===== src/rtl/imem_loader.sv =====
// imem_loader: boot-time sequencer that streams host words into instruction
// memory and steps the PC block through idle -> write -> execute.
//
// Ports:
//   clk, rst      single clock, synchronous active-high reset
//   boot_req      level request to (re)start a program load
//   host_valid    host word valid
//   host_data     instruction word from the host
//   host_last     marks the final word of the program (with host_valid)
//   host_ready    loader accepts a word this cycle (LOAD only)
//   im_we         instruction memory write enable
//   im_addr       word-aligned byte address of the write
//   im_wdata      write data
//   wr_im         pulse to the PC block with the first write of a load
//   start         pulse to the PC block to begin execution from PC 0
//   busy          high in LOAD, FLUSH and START
//   done          high in RUN
//   err_overflow  high in ERR (program did not fit)
//   word_count    words accepted in the current or most recent load

module imem_loader #(
   parameter int IM_WORDS = 256,
   parameter int CNT_W    = 9
) (
   input  logic             clk,
   input  logic             rst,
   input  logic             boot_req,
   input  logic             host_valid,
   input  logic [31:0]      host_data,
   input  logic             host_last,
   output logic             host_ready,
   output logic             im_we,
   output logic [31:0]      im_addr,
   output logic [31:0]      im_wdata,
   output logic             wr_im,
   output logic             start,
   output logic             busy,
   output logic             done,
   output logic             err_overflow,
   output logic [CNT_W-1:0] word_count
);

   localparam logic [2:0] S_IDLE  = 3'd0;
   localparam logic [2:0] S_LOAD  = 3'd1;
   localparam logic [2:0] S_FLUSH = 3'd2;
   localparam logic [2:0] S_START = 3'd3;
   localparam logic [2:0] S_RUN   = 3'd4;
   localparam logic [2:0] S_ERR   = 3'd5;

   localparam logic [CNT_W-1:0] LAST_SLOT = CNT_W'(IM_WORDS - 1);

   logic [2:0] state;
   logic [2:0] state_nx;
   logic       hs;
   logic       at_cap;
   logic       first;
   logic       enter_load;

   // Ready is a pure state decode so the host never sees a
   // combinational path from its own valid back to ready.
   assign host_ready = (state == S_LOAD);
   assign hs         = host_valid & host_ready;
   assign at_cap     = (word_count == LAST_SLOT);
   assign first      = (word_count == '0);

   always_comb begin
      state_nx = state;
      case (state)
         S_IDLE: begin
            if (boot_req)
               state_nx = S_LOAD;
         end
         S_LOAD: begin
            // The word taken in the last free slot is still written;
            // without a terminator there is nowhere left to go.
            if (hs) begin
               if (host_last)
                  state_nx = S_FLUSH;
               else if (at_cap)
                  state_nx = S_ERR;
            end
         end
         S_FLUSH: state_nx = S_START;
         S_START: state_nx = S_RUN;
         S_RUN: begin
            if (boot_req)
               state_nx = S_LOAD;
         end
         S_ERR: begin
            if (boot_req)
               state_nx = S_LOAD;
         end
         default: state_nx = S_IDLE;
      endcase
   end

   assign enter_load = (state_nx == S_LOAD) && (state != S_LOAD);

   always_ff @(posedge clk) begin
      if (rst) begin
         state      <= S_IDLE;
         word_count <= '0;
         im_we      <= 1'b0;
         wr_im      <= 1'b0;
         im_addr    <= '0;
         im_wdata   <= '0;
      end else begin
         state <= state_nx;
         im_we <= hs;
         wr_im <= hs & first;
         if (hs) begin
            im_addr    <= {30'(word_count), 2'b00};
            im_wdata   <= host_data;
            word_count <= word_count + CNT_W'(1);
         end else if (enter_load) begin
            word_count <= '0;
         end
      end
   end

   assign start        = (state == S_START);
   assign busy         = (state == S_LOAD) ||
                         (state == S_FLUSH) ||
                         (state == S_START);
   assign done         = (state == S_RUN);
   assign err_overflow = (state == S_ERR);

endmodule


===== config.mk =====
export PLATFORM = sky130hd
export DESIGN_NAME = imem_loader
export DESIGN_NICKNAME = d
export VERILOG_FILES = /design/src/rtl/imem_loader.sv
export SDC_FILE = /design/constraint.sdc
export NUM_CORES = 1
export LEC_CHECK = 0
export ABC_AREA = 1
export BUFFER_PORTS_ARGS = -buffer_cell sky130_fd_sc_hd__buf_4
export CAP_MARGIN = 15
export CORE_MARGIN = 4
export CORE_UTILIZATION = 45
export DETAILED_ROUTE_END_ITERATION = 12
export PLACE_DENSITY = 0.85
export SYNTH_ARGS = -nofsm -noshare
export SYNTH_HDL_FRONTEND = slang
export SYNTH_SLANG_ARGS = --single-unit

===== constraint.sdc =====
create_clock -name clk -period 2 [get_ports clk]
set_input_delay 0.4 -clock clk [delete_from_list [all_inputs] [get_ports clk]]
set_output_delay 0.4 -clock clk [all_outputs]
set_load 0.01 [all_outputs]

==> results of run 1 <==
==> area by class of cell <==
type	instances	area (um2)	share of cell area, %
tap	70	87.6	2.75
clock inverter	3	18.8	0.589
clock buffer	5	68.8	2.16
timing repair buffer	100	751	23.6
multi-input combinational	213	1060	33.2
sequential	55	1110	34.7
inverter	25	96.3	3.02
==> logic make-up after synthesis <==
family	count (synthesis)	share of synthesized area, %
other	1	0.160
adders and majority gates	3	1.60
and+or+nand+nor	122	22.9
buffers and inverters	62	14.3
AOI/OAI and AO/OA	65	14.2
DFF	55	46.9
==> state kept, by name, summed over array words and instances, names as in the netlist <==
name	flops
word_count	9
im_we	1
wr_im	1
im_wdata	32
im_addr	9
state	3
==> worst max-delay path by stage <==
stage                                  to  cells after the start  slack, ns                       start
3_5_place_dp   word_count[8]$_SDFFE_PP0P_                     14       0.03  word_count[1]$_SDFFE_PP0P_
4_1_cts        word_count[8]$_SDFFE_PP0P_                     14       0.02  word_count[1]$_SDFFE_PP0P_
2_1_floorplan  word_count[3]$_SDFFE_PP0P_                     14       0.15  word_count[0]$_SDFFE_PP0P_
3_3_place_gp   word_count[3]$_SDFFE_PP0P_                     14       0.16  word_count[0]$_SDFFE_PP0P_
6_report       word_count[8]$_SDFFE_PP0P_                     14       0.06  word_count[1]$_SDFFE_PP0P_
5_1_grt        word_count[8]$_SDFFE_PP0P_                     14      -0.11  word_count[1]$_SDFFE_PP0P_
==> cells in the mapped netlist <==
cell type  instances
inv_1             21
conb_1             1
buf_4             24
nand4_1            2
dfxtp_1           55
ha_1               3
nand2_2            1
o21ai_1            8
buf_2              8
nor4_1             1
inv_4              1
o21ai_0           40
nor2_8             1
a211oi_2           1
nand3_2            2
nand3_1           15
nor3_1             1
nor2_1            83
nor2_4             2
a21oi_1           16
inv_2              3
nand2_1           13
nor3_2             1
clkbuf_1           5
==> report_power, final <==
| group | switching [mW] | internal, mW |
|---|---|---|
| Sequential | 0.0355 | 1.16 |
| Clock | 0.361 | 0.247 |
| Combinational | 0.232 | 0.187 |
==> per-layer routing <==
metal	routed length [um]	GRT usage (%)	vias up	share of wire (%)
li1	-	-	1124	-
met1	2400	19.6	977	41
met2	2680	30.2	106	46
met3	676	7.06	6	12
met4	63	5.74	0	1.1
met5	0	0	-	0
==> worst max-delay path, stage by stage, from the launching register on <==
cell	delay, ns
dfxtp_4	0.38
ha_4	0.14
nand2_4	0.06
nor2_4	0.12
nand4_1	0.10
nor2_1	0.13
ha_2	0.17
inv_1	0.03
nor2_1	0.09
nand3_1	0.10
nand2_1	0.10
nor2_2	0.05
nand3_4	0.14
nand3_4	0.11
o21ai_2	0.16
==> cell usage in the layout (no fill, tap or decap), drive strengths merged <==
master | Yosys | routed
nor4 | 1 | 1
conb | 1 | 23
clkbuf | 5 | 5
o21ai | 48 | 48
nor2 | 86 | 86
nand4 | 2 | 2
inv | 25 | 26
dfxtp | 55 | 55
clkinv | 0 | 2
buf | 32 | 100
a21oi | 16 | 16
nand3 | 17 | 17
nor3 | 2 | 2
a211oi | 1 | 1
ha | 3 | 3
nand2 | 14 | 14
==> timing repair <==
action                                  CTS  global route
pin swaps                                 0             9
buffers inserted                          0             1
endpoints found under the hold margin     0             0
resized for setup                         1            16
endpoints found under the setup margin    2             9
==> flow_metrics.py, run 1 <==
metrics = {
    "outcome": {
        "status": "finished, final reports clean",
    },
    "setup_path": {
        "arrival_ns": 2.18,
        "cp.required_ns": 2.24,
        "timing.rr.end": "word_count[8]$_SDFFE_PP0P_",
        "reg2reg_depth": 14,
        "critPathLaunchType": "flip-flop",
        "worst_setup_path_end_kind": "flip-flop",
        "path_max_fanout": 6,
        "crit_type": "flip-flop to flip-flop",
        "rrSetupSlack_ns": 0.06,
        "crit-reg2reg-launch": "word_count[1]$_SDFFE_PP0P_",
    },
    "floorplan": {
        "core_um2": 5070,
        "die_x_um": 80.2,
        "pin_count": 117,
        "fp.dieH_um": 80.2,
        "initial_core_util_pct": 46.3,
        "dieArea_um2": 6440,
        "row_count": 26,
    },
    "grt": {
        "grt-ovfl-total": 0,
        "grt_use_total_pct": 17.5,
        "antenna_found_initial": 0,
        "grt_max_degree": 52,
        "grt_first_pass_wirelength_mm": 9.01,
        "grt_pass1_vias": 2043,
    },
    "synth": {
        "yosysTopAreaCellShare_pct": 46.9,
        "netlist_area_um2": 2350,
        "syn_avg_cell_area_um2": 7.63,
        "yosys.area.top_type": "dfxtp_1",
        "yosysUniqueCellTypes": 24,
        "synthCells": 308,
        "ys_warn_count": 0,
        "yosysSeqAreaShare_pct": 46.9,
        "synth.area.top_cells": "dfxtp_1 (47%), nor2_1 (13%), o21ai_0 (8.5%), buf_4 (7.7%), a21oi_1 (3.4%)",
        "ys_ff_latch": 55,
    },
    "timing": {
        "slew_violations": 0,
        "clock.fmax_mhz": 515,
        "holdWs_ns": 0.309,
        "setup_viol": 0,
        "skew_ns": 0.00669,
        "rsz0062_at_grt": "yes",
        "setup_tns_ns": 0,
        "max-slew-margin-rel_pct": 66.3,
        "setup_slack_ns": 0.0596,
        "layout_min_cycle_time_ns": 1.94,
        "tightest_slew_ns": 0.505,
        "period_share_pct": 97.0,
        "hold_viol_final": 0,
    },
    "drt": {
        "route.detailed.drc": 0,
        "avgViaCountPerCell": 4.70,
        "firstDrtPassIters": 4,
        "wl_mm": 5.82,
        "ant_nets": 0,
        "vias": 2213,
        "avgRoutedWirePerCell_um": 12.4,
        "drtIter0Drc": 115,
    },
    "final_layout": {
        "fin_nets": 440,
        "fill_cells": 445,
        "syn_to_final_growth_pct": 35.7,
        "final_util_pct": 62.8,
        "final_cell_area_um2": 3190,
        "diodes": 0,
        "drive_gt1_share_pct": 32.7,
        "instances_no_fill": 471,
    },
    "clock_network": {
        "cts_buffers": 5,
        "ctsRootBufferMaster": "clkbuf_8",
        "clk_latency_ns": 0.30,
        "cts_sinks": 55,
        "cts_hold_buffers": 0,
        "path_clk_slew_ns": 0.10,
        "cts_tree": "built",
        "clockBufferDepth": 2,
        "ctsHtreeMaxLevel": 2,
    },
    "run": {
        "drv_cap": 0,
    },
    "hold_path": {
        "min-delay-start": "host_data[0]",
        "hold_class": "input port to flip-flop",
        "hold_end": "im_wdata[0]$_SDFFE_PP0N_",
        "hold_depth": 3,
    },
    "placement": {
        "dp_slack_ns": 0.0338,
        "portBuffers": 93,
        "detailed_place_hpwl_mm": 4.15,
        "dpl-instance-area_um2": 3020,
        "place.gp.congestion": 0.815,
        "place_inst": 462,
    },
    "power_and_ir_drop": {
        "p_per_area_nw_per_um2": 698,
        "ir_drop_uv": 510,
        "total_power_mw": 2.23,
        "leakage_nw": 1.57,
    },
}
(Power assumes the default switching activity.)
==> run 2: changes to the inputs <==
Settings changed: RECOVER_POWER from default to 25.
==> flow_metrics.py, run 2 (synthesized netlist as in run 1, its figures left out) <==
metrics = {
    "setup_path": {
        "crit-reg2reg-launch": "word_count[1]$_SDFFE_PP0P_",
        "timing.rr.end": "word_count[8]$_SDFFE_PP0P_",
        "worst_setup_path_end_kind": "flip-flop",
        "reg2reg_depth": 14,
        "slowest_delay_ns": 0.38,
        "crit_type": "flip-flop to flip-flop",
        "critPathLaunchType": "flip-flop",
        "cp.required_ns": 2.24,
        "arrival_ns": 2.18,
        "crit_chain": "ha_4 -> nand2_4 -> nor2_4 -> nand4_1 -> nor2_1 -> ha_2 -> inv_1 -> nor2_1 -> nand3_1 -> nand2_1 -> nor2_2 -> nand3_4 -> nand3_4 -> o21ai_2",
        "critPathCapture": "word_count[8]$_SDFFE_PP0P_",
        "path_max_fanout": 6,
        "rrSetupSlack_ns": 0.06,
        "cpMaxStageDelayCell": "dfxtp_4",
        "cp-startpoint": "word_count[1]$_SDFFE_PP0P_",
    },
    "placement": {
        "dpl-instance-area_um2": 3020,
        "place.gp.congestion": 0.815,
        "dp_slack_ns": 0.0338,
        "portBuffers": 93,
        "detailed_place_hpwl_mm": 4.15,
    },
    "grt": {
        "grt_use_total_pct": 17.5,
        "grt-ovfl-total": 0,
        "grt_max_degree": 52,
        "antenna_found_initial": 0,
        "grt_first_pass_wirelength_mm": 9.01,
        "grt_pass1_vias": 2043,
    },
    "outcome": {
        "status": "finished, final reports clean",
    },
    "drt": {
        "vias": 2233,
        "drtIter0Drc": 146,
        "avgViaCountPerCell": 4.74,
        "firstDrtPassIters": 4,
        "wl_mm": 5.85,
        "avgRoutedWirePerCell_um": 12.4,
        "ant_nets": 0,
        "route.detailed.drc": 0,
    },
    "clock_network": {
        "cts_buffers": 5,
        "cts_tree": "built",
        "cts_sinks": 55,
        "path_clk_slew_ns": 0.10,
        "clockBufferDepth": 2,
        "ctsHtreeMaxLevel": 2,
        "clk_latency_ns": 0.30,
        "ctsRootBufferMaster": "clkbuf_8",
        "cts_hold_buffers": 0,
    },
    "timing": {
        "period_share_pct": 96.9,
        "skew_ns": 0.00695,
        "setup_slack_ns": 0.0618,
        "tightest_slew_ns": 0.505,
        "hold_viol_final": 0,
        "clock.fmax_mhz": 516,
        "slew_violations": 0,
        "layout_min_cycle_time_ns": 1.94,
        "max-slew-margin-rel_pct": 66.3,
        "rsz0062_at_grt": "yes",
        "setup_viol": 0,
    },
    "floorplan": {
        "pin_count": 117,
        "dieArea_um2": 6440,
        "row_count": 26,
        "die_x_um": 80.2,
        "fp.dieH_um": 80.2,
        "core_um2": 5070,
        "initial_core_util_pct": 46.3,
    },
    "power_and_ir_drop": {
        "total_power_mw": 2.20,
        "leakage_nw": 1.47,
        "ir_drop_uv": 509,
        "p_per_area_nw_per_um2": 710,
    },
    "final_layout": {
        "diodes": 0,
        "largest_register_ffs": 32,
        "regMostFlops": "im_wdata",
        "drive_gt1_share_pct": 26.7,
        "final_cell_area_um2": 3100,
        "reg_top3": "im_wdata (32), im_addr (9), word_count (9)",
        "syn_to_final_growth_pct": 32.0,
        "final_common_cell": "nor2_1",
        "fin_nets": 440,
        "final_cell_mix": "nor2_1 (81), buf_4 (77), dfxtp_1 (53)",
    },
    "hold_path": {
        "hold_class": "input port to flip-flop",
    },
    "run": {
        "drv_cap": 0,
    },
}
-- run 2: cell types whose count changed in the layout (fill, tap and decap cells not counted), sizes merged --
| cell | before | now |
|---|---|---|
| buf | 100 | 77 |
| clkbuf | 5 | 28 |
-- run 2: through the flow --
| stage | TNS [ns] | util, % | hold slack (ns) | std cells |
|---|---|---|---|---|
| finish | 0 | 61.1 | 0.308 | 471 |
| global route | -0.634 | 61.1 | 0.289 | 471 |
| CTS | 0 | 61.3 | 0.301 | 470 |
| detailed placement | 0 | 59.6 | 0.498 | 462 |
| global placement | 0 | 59.6 | 0.478 | 462 |
| floorplan | 0 | - | 0.525 | 330 |
-- run 2: layer usage --
| layer | GRT usage, % | routed length [um] | up-vias |
|---|---|---|---|
| met5 | 0 | 0 | - |
| met4 | 5.74 | 63 | 0 |
| met3 | 7.06 | 647 | 6 |
| met2 | 30.2 | 2690 | 101 |
| met1 | 19.6 | 2450 | 1003 |
| li1 | - | - | 1123 |
-- run 2: timing repair --
item | in CTS | in global routing
gates resized for setup | 1 | 16
pin swaps | 0 | 9
endpoints found under the setup margin | 2 | 9
buffers inserted | 0 | 1
-- run 2: layout make-up --
cell class,instances,area (um2)
clock buffers,5,68.8
clock inverters,3,18.8
fillers,477,1970
inverters,25,96.3
multi-input cells,213,1060
flip-flops and latches,55,1110
well taps,70,87.6
repair buffers,100,664
-- run 2: worst min-delay path by stage --
stage | endpoint | startpoint | cells after the start | slack, ns
floorplan | im_addr[10]$_SDFFE_PP0N_ | word_count[8]$_SDFFE_PP0P_ | 2 | 0.53
finish | im_wdata[0]$_SDFFE_PP0N_ | host_data[0] | 3 | 0.31
CTS | im_wdata[21]$_SDFFE_PP0N_ | host_data[21] | 3 | 0.30
global placement | im_wdata[8]$_SDFFE_PP0N_ | im_wdata[8]$_SDFFE_PP0N_ | 2 | 0.48
global route | im_wdata[12]$_SDFFE_PP0N_ | host_data[12] | 3 | 0.29
detailed placement | im_wdata[31]$_SDFFE_PP0N_ | im_wdata[31]$_SDFFE_PP0N_ | 2 | 0.50
-- run 2: power breakdown --
group	switching, mW	total (mW)	internal (mW)	leakage (nW)
combinational	0.233	0.394	0.161	0.975
clock	0.362	0.609	0.248	0.0483
sequential	0.0346	1.20	1.16	0.450
-- run 2: critical path: cells and delay by family (launching register included) --
| family | cells | cell delay (ns) |
|---|---|---|
| buffers and inverters | 1 | 0.03 |
| adders and majority gates | 2 | 0.31 |
| AOI/OAI and AO/OA | 1 | 0.16 |
| and+or+nand+nor | 10 | 1.00 |
| DFF | 1 | 0.38 |
